**config.mk**
```make
export PLATFORM = sky130hd
export DESIGN_NAME = wb_spi_slave
export DESIGN_NICKNAME = d
export VERILOG_FILES = /design/src/rtl/wb_spi_slave_fifo.sv /design/src/rtl/wb_spi_slave.sv
export SDC_FILE = /design/constraint.sdc
export NUM_CORES = 1
export LEC_CHECK = 0
export CORE_ASPECT_RATIO = 1.5
export CORE_UTILIZATION = 30
export DETAILED_ROUTE_END_ITERATION = 16
export GPL_ROUTABILITY_DRIVEN = 1
export HOLD_SLACK_MARGIN = 0.08
export SETUP_SLACK_MARGIN = 0.1
export SLEW_MARGIN = 0
export SYNTH_ARGS = -nofsm -noshare
export SYNTH_HDL_FRONTEND = slang
export SYNTH_SLANG_ARGS = --single-unit
```
**constraint.sdc**
```tcl
create_clock -name clk -period 6.45 [get_ports clk]
set_clock_uncertainty 0.2 [all_clocks]
set_input_delay 0.9675 -clock clk [delete_from_list [all_inputs] [get_ports clk]]
set_output_delay 0.9675 -clock clk [all_outputs]
set_load 0.01 [all_outputs]
```
**src/rtl/wb_spi_slave_fifo.sv**
```systemverilog
// 8-bit synchronous byte FIFO with clear; head is visible combinationally, size updates the cycle after push/pop/clear.
// Push when full and pop when empty are ignored; clear wins over a same-cycle push or pop.
module wb_spi_slave_fifo #(
    parameter int DEPTH = 64
) (
    input  logic        clk,
    input  logic        rstz,
    input  logic        clear_i,
    input  logic        push_i,
    input  logic [7:0]  push_dat_i,
    input  logic        pop_i,
    output logic [7:0]  head_o,
    output logic        full_o,
    output logic        empty_o,
    output logic [15:0] size_o
);
    localparam int AW = (DEPTH > 1) ? $clog2(DEPTH) : 1;

    logic [7:0]    mem_q [DEPTH];
    logic [AW-1:0] wr_ptr_q, rd_ptr_q;
    logic [AW:0]   count_q;
    logic          do_push, do_pop;

    assign full_o  = (count_q == (AW+1)'(DEPTH));
    assign empty_o = (count_q == '0);
    assign size_o  = 16'(count_q);
    assign head_o  = mem_q[rd_ptr_q];

    assign do_push = push_i & ~full_o & ~clear_i;
    assign do_pop  = pop_i & ~empty_o & ~clear_i;

    always_ff @(posedge clk or negedge rstz) begin
        if (!rstz) begin
            wr_ptr_q <= '0;
            rd_ptr_q <= '0;
            count_q  <= '0;
        end else if (clear_i) begin
            wr_ptr_q <= '0;
            rd_ptr_q <= '0;
            count_q  <= '0;
        end else begin
            if (do_push) wr_ptr_q <= wr_ptr_q + AW'(1);
            if (do_pop)  rd_ptr_q <= rd_ptr_q + AW'(1);
            case ({do_push, do_pop})
                2'b10:   count_q <= count_q + (AW+1)'(1);
                2'b01:   count_q <= count_q - (AW+1)'(1);
                default: count_q <= count_q;
            endcase
        end
    end

    // Storage needs no reset: emptiness is tracked entirely by the pointers and count.
    always_ff @(posedge clk) begin
        if (do_push) mem_q[wr_ptr_q] <= push_dat_i;
    end
endmodule

```
**src/rtl/wb_spi_slave.sv**
```systemverilog
// SPI slave (all cpol/cpha modes) bridged to Wishbone through TX/RX byte FIFOs; sclk pin to miso in at most 4 clk.
// Wishbone access stalls (no ack) on TX full / RX empty; RX bytes arriving while RX is full are dropped.
module wb_spi_slave #(
    parameter int DEPTH = 64
) (
    input  logic        clk,
    input  logic        rstz,
    input  logic        sclk,
    input  logic        cs_n,
    input  logic        mosi,
    output logic        miso,
    input  logic        cpol,
    input  logic        cpha,
    input  logic        tx_clear,
    input  logic        rx_clear,
    output logic [15:0] tx_size,
    output logic [15:0] rx_size,
    input  logic [7:0]  dat_i,
    output logic [7:0]  dat_o,
    input  logic        we_i,
    input  logic        stb_i,
    output logic        ack_o
);
    logic [1:0] sclk_sync_q, cs_sync_q, mosi_sync_q;
    logic       sclk_prev_q, cs_prev_q;
    logic [2:0] bit_cnt_q, bit_cnt_d;
    logic [7:0] tx_sr_q, tx_sr_d, rx_sr_q, rx_sr_d;
    logic       miso_q, miso_d;
    logic       ack_q, ack_d;
    logic [7:0] dat_q, dat_d;

    logic sclk_s, cs_s, mosi_s, sclk_rise, sclk_fall, cs_fall;
    logic lead_edge, trail_edge, sample_edge, shift_edge;
    logic tx_full, tx_empty, rx_full, rx_empty, tx_avail;
    logic tx_pop, rx_push, wr_go, rd_go;
    logic [7:0] tx_head, rx_head, tx_load;

    assign sclk_s    = sclk_sync_q[1];
    assign cs_s      = cs_sync_q[1];
    assign mosi_s    = mosi_sync_q[1];
    assign sclk_rise = sclk_s & ~sclk_prev_q;
    assign sclk_fall = ~sclk_s & sclk_prev_q;
    assign cs_fall   = ~cs_s & cs_prev_q;

    assign lead_edge   = cpol ? sclk_fall : sclk_rise;
    assign trail_edge  = cpol ? sclk_rise : sclk_fall;
    assign sample_edge = cpha ? trail_edge : lead_edge;
    assign shift_edge  = cpha ? lead_edge : trail_edge;

    assign tx_avail = ~tx_empty & ~tx_clear;
    assign tx_load  = tx_avail ? tx_head : 8'h00;

    always_comb begin
        bit_cnt_d = bit_cnt_q;
        tx_sr_d   = tx_sr_q;
        rx_sr_d   = rx_sr_q;
        miso_d    = miso_q;
        tx_pop    = 1'b0;
        rx_push   = 1'b0;
        if (cs_s) begin
            // Deselected: any partial byte and preloaded TX byte are abandoned.
            bit_cnt_d = '0;
            tx_sr_d   = '0;
            rx_sr_d   = '0;
            miso_d    = 1'b0;
        end else if (cs_fall) begin
            bit_cnt_d = '0;
            rx_sr_d   = '0;
            tx_sr_d   = tx_load;
            tx_pop    = tx_avail;
            miso_d    = cpha ? 1'b0 : tx_load[7];
        end else if (sample_edge) begin
            rx_sr_d   = {rx_sr_q[6:0], mosi_s};
            bit_cnt_d = bit_cnt_q + 3'd1;
            if (bit_cnt_q == 3'd7) begin
                rx_push = 1'b1;
                tx_sr_d = tx_load;
                tx_pop  = tx_avail;
            end
        end else if (shift_edge) begin
            miso_d = tx_sr_q[~bit_cnt_q];
        end
    end

    assign wr_go = stb_i & we_i & ~ack_q & ~tx_full & ~tx_clear;
    assign rd_go = stb_i & ~we_i & ~ack_q & ~rx_empty & ~rx_clear;
    assign ack_d = wr_go | rd_go;
    assign dat_d = rd_go ? rx_head : dat_q;

    always_ff @(posedge clk or negedge rstz) begin
        if (!rstz) begin
            sclk_sync_q <= 2'b00;
            cs_sync_q   <= 2'b11;
            mosi_sync_q <= 2'b00;
            sclk_prev_q <= 1'b0;
            cs_prev_q   <= 1'b1;
            bit_cnt_q   <= '0;
            tx_sr_q     <= '0;
            rx_sr_q     <= '0;
            miso_q      <= 1'b0;
            ack_q       <= 1'b0;
            dat_q       <= '0;
        end else begin
            sclk_sync_q <= {sclk_sync_q[0], sclk};
            cs_sync_q   <= {cs_sync_q[0], cs_n};
            mosi_sync_q <= {mosi_sync_q[0], mosi};
            sclk_prev_q <= sclk_s;
            cs_prev_q   <= cs_s;
            bit_cnt_q   <= bit_cnt_d;
            tx_sr_q     <= tx_sr_d;
            rx_sr_q     <= rx_sr_d;
            miso_q      <= miso_d;
            ack_q       <= ack_d;
            dat_q       <= dat_d;
        end
    end

    assign miso  = miso_q;
    assign ack_o = ack_q;
    assign dat_o = dat_q;

    wb_spi_slave_fifo #(.DEPTH(DEPTH)) u_tx_fifo (
        .clk        (clk),
        .rstz       (rstz),
        .clear_i    (tx_clear),
        .push_i     (wr_go),
        .push_dat_i (dat_i),
        .pop_i      (tx_pop),
        .head_o     (tx_head),
        .full_o     (tx_full),
        .empty_o    (tx_empty),
        .size_o     (tx_size)
    );

    wb_spi_slave_fifo #(.DEPTH(DEPTH)) u_rx_fifo (
        .clk        (clk),
        .rstz       (rstz),
        .clear_i    (rx_clear),
        .push_i     (rx_push),
        .push_dat_i ({rx_sr_q[6:0], mosi_s}),
        .pop_i      (rd_go),
        .head_o     (rx_head),
        .full_o     (rx_full),
        .empty_o    (rx_empty),
        .size_o     (rx_size)
    );

    // Occupancy is reported through rx_size; the full flag itself has no other consumer.
    logic unused_rx_full;
    assign unused_rx_full = rx_full;
endmodule

```
==> results of run 1 <==
power by group through the flow:
stage	registers, mW	clock network (mW)	logic, mW
after floorplan	8.03	0	0.979
after global placement	8.12	0	1.32
after detailed placement	8.12	0	1.33
after CTS	7.97	6.01	1.34
after global routing	7.98	6.27	1.41
final	7.97	5.89	1.31
state kept, by name (all words and copies together), names as in the netlist, 7 cells and up:
signal / flops
u_rx_fifo.mem_q: 512
u_tx_fifo.mem_q: 512
dat_o: 8
tx_sr_q: 8
rx_sr_q: 7
u_rx_fifo.count_q: 7
u_tx_fifo.count_q: 7
final timing paths:
kind / from / end / slack, ns
setup / recovery: tx_clear / u_tx_fifo.mem_q[18][7]$_DFFE_PP_ / 2.00
hold / removal: sclk_sync_q[0]$_DFF_PN0_ / sclk_sync_q[1]$_DFF_PN0_ / 0.16
setup reg to reg: u_rx_fifo.count_q[1]$_DFFE_PN0P_ / u_rx_fifo.count_q[6]$_DFFE_PN0P_ / 2.33
hold reg to reg: sclk_sync_q[0]$_DFF_PN0_ / sclk_sync_q[1]$_DFF_PN0_ / 0.16
max in group asynchronous: rstz / u_tx_fifo.rd_ptr_q[1]$_DFFE_PN0P_ / 4.40
min in group asynchronous: rstz / u_rx_fifo.count_q[6]$_DFFE_PN0P_ / 0.42
layout by cell type (no fill, tap or decap), types with 12 or more instances in the layout:
master	netlist	routed
o21ai_1	18	18
a22oi_1	18	18
dfrtp_1	71	58
nor2_1	169	169
nand3_1	20	20
o31ai_1	12	12
a21oi_1	24	24
mux4_2	291	291
clkinv_2	0	22
nand2_1	85	85
clkbuf_16	0	103
ha_1	16	16
conb_1	1	18
mux2i_1	43	43
clkdlybuf4s50_1	0	33
buf_4	30	26
clkinv_1	1	28
edfxtp_1	1024	1024
xnor2_1	15	15
xor2_1	12	12
clkbuf_1	46	14
worst reg2reg max path, delay by kind of cell (launching register included):
family | cells | cell delay [ns]
AND/OR/NAND/NOR | 3 | 1.33
AO/OA/AOI/OAI | 5 | 1.05
multiplexers | 2 | 0.59
flip-flops | 1 | 0.45
adder cells (fa/ha/maj) | 1 | 0.37
per-layer routing:
layer	global-route usage [%]	part of all wire, %	vias to the layer above
li1	-	-	8746
met1	16.1	38	10900
met2	24.6	53	593
met3	2.52	5.5	158
met4	5.00	3.3	4
met5	0	0.027	-
cell type report:
type                       instances  share of cell area (%)
sequential                      1098                    66.4
multi-input combinational        889                    20.6
clock buffer                     119                    5.41
tap                             1892                    4.82
timing repair buffer              73                    1.38
clock inverter                    73                    1.23
inverter                          11                  0.0841
antenna                            1                 0.00509
stage by stage:
step / util, % / setup WS, ns / instances / area, µm² / hold slack [ns]
after global placement: 32.0 / 1.33 / 3962 / 45800 / 0.143
final: 34.3 / 2.00 / 4156 / 49100 / 0.158
after global routing: 34.3 / 1.89 / 4155 / 49100 / 0.167
after floorplan: - / 2.40 / 2134 / 43500 / 0.131
after detailed placement: 32.0 / 1.30 / 3962 / 45800 / 0.142
after CTS: 34.3 / 2.06 / 4155 / 49100 / 0.156
what timing repair did:
action | 4_1_cts | 5_1_grt
resized for setup | 0 | 0
hold buffers | 1 | 0
hold endpoints to repair | 11 | 0
kinds of logic (layout without fill, tap and decap cells):
family                   Yosys count  after routing  synth area share [%]
buffers and inverters            147            276                  1.78
AO/OA/AOI/OAI                    140            140                  2.20
flip-flops                      1098           1098                  75.0
adder cells (fa/ha/maj)           18             18                 0.553
multiplexers                     338            338                  16.2
other                              1             19               0.00863
AND/OR/NAND/NOR                  347            347                  3.65
XOR/XNOR                          28             28                 0.582
==> run metrics, run 1 <==
Seq. cell area 32600 µm²; Tcrit/Tclk final 68.9%; Slowest-stage cell, CP nor2_1; Clock power frac 38.8%; Design Power 15.2 mW; critical-path cell list clkdlybuf4s50_1 > buf_4 > nand4bb_1 > a31oi_1 > buf_4 > inv_1 > nor2_1 > nand3b_1 > nor2_1; initial antenna violation count 3; Slew Viols, Final 0; DIE AREA 146000 µm²; delay-heaviest family, CP simple AND/OR/NAND/NOR gates; Bufs and invs on worst path 4; drt first pass iters 5; ys async rst share 6.74%; Stages on worst setup path 9; average cell area after synthesis 20.5 µm²; Yosys top cell area share 70.8%; Syn Inst Count 2117; Root Buffer clkbuf_16; status finished, final reports clean; Die Span Y 468 µm; unrepaired setup endpoints after global routing false; Seq/Total Area, Yosys 75.0%; area leader, netlist edfxtp_1; largest net degree at the start of global routing 84; post-route ant nets 0; Main synth FF type edfxtp_1; wire length per cell 24.0 µm; CTS tree yes; Core Box Area 143000 µm²; Initial Utilization 30.3%; PD cells 309 nW/µm²; Yosys reg bits 1098; Synth-to-Final Area Change 13.0%; worst hold path class reg -> reg; worst hold path cell count 0; Synth cell types 65; Worst-Skew Late Latency 0.72 ns; via density per instance 4.92; Crit path largest cell delay 0.82 ns; CTS buffer count 103; R2R depth 11; Leakage 14.9 nW; global route overflow 0; DP HPWL 63800 µm; relative slew slack 15.3%; area taken by multi-input logic gates 10100 µm²; Mapped Area 43500 µm²; top post-synthesis cells by area edfxtp_1, mux4_2, dfrtp_1; Remaining DRCs 0; All-Layer GR Usage 13.7%; Internal Power 11.6 mW; Setup CP Type in -> reg; H-tree depth 3; final worst path period need 4.45 ns; crit path launch type input port; die width 313 µm; IO buf count 42; Initial DRC Count 1859; clk buf depth 3; final wirelength 99600 µm; Final nets 2213; Fmax 225 MHz; EDFF count, synth 1024; sequential share of power 52.5%; Maximum Capacitance Violations 0; switching share of power 23.3%; top cells by count, synth edfxtp_1, mux4_2, nor2_1; Clk pin slew, worst setup/hold paths 0.07 ns; Worst Setup End Kind flop; Comb pwr share 8.6%; clock sink count 1098; FP Rows 170; most common cell in the synthesized netlist edfxtp_1; Vias 20400; RD Place Congestion 0.842; Setup Buffers After CTS 0; Synthesis Warnings 0; first-pass GRT wire length 148000 µm; Fin Setup TNS 0 ns; Critical Path RT 6.59 ns; NetSw 3.54 mW; worst-margin pin slew 1.27 ns; vias in the first global route 21500; final setup fails 0; filler cell count 13400; Max FO, Critical Path 20; crit path DAT 4.59 ns; Final Hold Viols 0; Ports 61; worst vdd ir 0.000252 V; share of cells above drive strength 1 22.9%
Note: power is estimated with default switching activity, not from simulation.
==> run 2, diff against run 1 <==
clock period = 3.9 ns   (was 6.45 ns; I/O delays follow)
==> run 2 against run 1 <==
Sequential share of layout area fell by 2.3 points. Sequential power grew 64%. Critical endpoint is now u_rx_fifo.count_q[6]$_DFFE_PN0P_. Largest power group unchanged. Highest routed layer is now met4. Combinational power rose by 86%.
==> run metrics, run 2 (synthesis results as in run 1) <==
worst vdd ir 0.000434 V; Final nets 2406; Design Power 25.9 mW; FP Rows 170; clk buf depth 3; Initial Utilization 30.3%; Worst Setup End Kind flop; drt first pass iters 5; post-route ant nets 0; relative slew slack 14.1%; IO buf count 42; initial antenna violation count 2; Final Cell Area 50900 µm²; Leakage 16.1 nW; status finished, final reports clean; worst-margin pin slew 1.29 ns; share of cells above drive strength 1 29.3%; All-Layer GR Usage 13.9%; via density per instance 4.85; PnR worst setup slack 0.256 ns; Max FO, Critical Path 3; final wirelength 101000 µm; crit path DAT 4.05 ns; crit path launch type flop; CTS tree yes; Regs by FF count u_rx_fifo.mem_q x512, u_tx_fifo.mem_q x512; global route overflow 0; crit path from u_rx_fifo.count_q[1]$_DFFE_PN0P_; Clk pin slew, worst setup/hold paths 0.07 ns; clock sink count 1098; Setup CP Type reg -> reg; DIE AREA 146000 µm²; Slew Viols, Final 0; Post-Place Setup Slack -0.277 ns; most common cell after layout, fill and taps aside edfxtp_1; Final Hold Viols 0; hold_sp mosi_sync_q[0]$_DFF_PN0_; final setup fails 0; Tcrit/Tclk final 93.4%; final worst path period need 3.64 ns; DP HPWL 67800 µm; Synth-to-Final Area Change 17.1%; first-pass GRT wire length 151000 µm; Setup Buffers After CTS 0; FF-to-FF Start u_rx_fifo.count_q[1]$_DFFE_PN0P_; Ports 61; unrepaired setup endpoints after global routing false; H-tree depth 3; Die Span Y 468 µm; CTS buffer count 103; Root Buffer clkbuf_16; DP Area 47300 µm²; Critical Path RT 4.31 ns; die width 313 µm; vias in the first global route 22500; Remaining DRCs 0; Vias 21100; most frequent cells in the layout edfxtp_1, mux4_2, buf_4, nor2_1, clkbuf_16; largest net degree at the start of global routing 66; worst hold path class reg -> reg; Core Box Area 143000 µm²; Fmax 274 MHz; RD Place Congestion 0.841; Maximum Capacitance Violations 0; wire length per cell 23.2 µm; Initial DRC Count 1587; PD cells 509 nW/µm²; Worst-Skew Late Latency 0.72 ns
[run 2: changes by cell type in the layout (fill, tap and decap cells not counted), moves of 4 or more]
cell,delta
buf_12,+4
clkbuf_8,+4
buf_4,+189
clkinv_2,-6
clkbuf_1,+6
bufinv_16,+8
clkinv_1,-11
[run 2: worst max-delay path: stages (launching register included)]
cell and delay [ns]:
dfrtp_1 0.39, or4_4 0.58, o31a_1 0.30, and3_1 0.24
nor2_2 0.18, ha_1 0.31, a21o_1 0.22, a21oi_2 0.21
o21bai_1 0.11, a21oi_1 0.22, mux2i_1 0.23, mux2_1 0.33
[run 2: final timing paths]
kind                                                          to  slack (ns)  cells after the start
worst max-delay path            u_rx_fifo.count_q[6]$_DFFE_PN0P_        0.26                     11
worst min-delay path                    mosi_sync_q[1]$_DFF_PN0_        0.15                      0
worst max register to register  u_rx_fifo.count_q[6]$_DFFE_PN0P_        0.26                     11
worst min register to register          mosi_sync_q[1]$_DFF_PN0_        0.15                      0
max in group asynchronous                 cs_sync_q[0]$_DFF_PN1_        2.24                      3
min in group asynchronous       u_rx_fifo.count_q[1]$_DFFE_PN0P_        0.29                      2
[run 2: layout make-up]
type / count / area, µm²
Sequential cell: 1098 / 32600
Clock inverter: 66 / 806
Clock buffer: 129 / 2740
Inverter: 11 / 41.3
Timing Repair Buffer: 266 / 2170
Fill cell: 13300 / 92500
Antenna cell: 1 / 2.50
Multi-Input combinational cell: 889 / 10100
Tap cell: 1892 / 2370
[run 2: metrics by stage]
step	instances	util [%]	TNS, ns	hold WS [ns]
finish	4352	35.5	0	0.154
global route	4351	35.5	0	0.162
CTS	4351	35.5	0	0.152
detailed placement	4155	33.0	-0.471	0.140
global placement	4155	33.0	-0.407	0.139
floorplan	2134	-	0	0.0894
[run 2: routing by layer]
layer | vias to the layer above | share of wire, % | global-route usage [%]
met3 | 184 | 4.8 | 2.55
met1 | 11200 | 38 | 15.9
met2 | 539 | 53 | 25.3
met4 | 0 | 4.0 | 5.75
met5 | - | 0 | 0
li1 | 9137 | - | -
[run 2: repair_timing]
item	4_1_cts	5_1_grt
gates resized for setup	0	2
endpoints found under the setup margin	0	1
endpoints found under the hold margin	55	0
hold buffers	1	0
[run 2: where the power goes]
group | switching, mW | leakage, nW | internal [mW]
registers | 0.165 | 10.4 | 12.9
logic | 1.27 | 3.97 | 1.18
clock network | 4.50 | 1.71 | 5.91
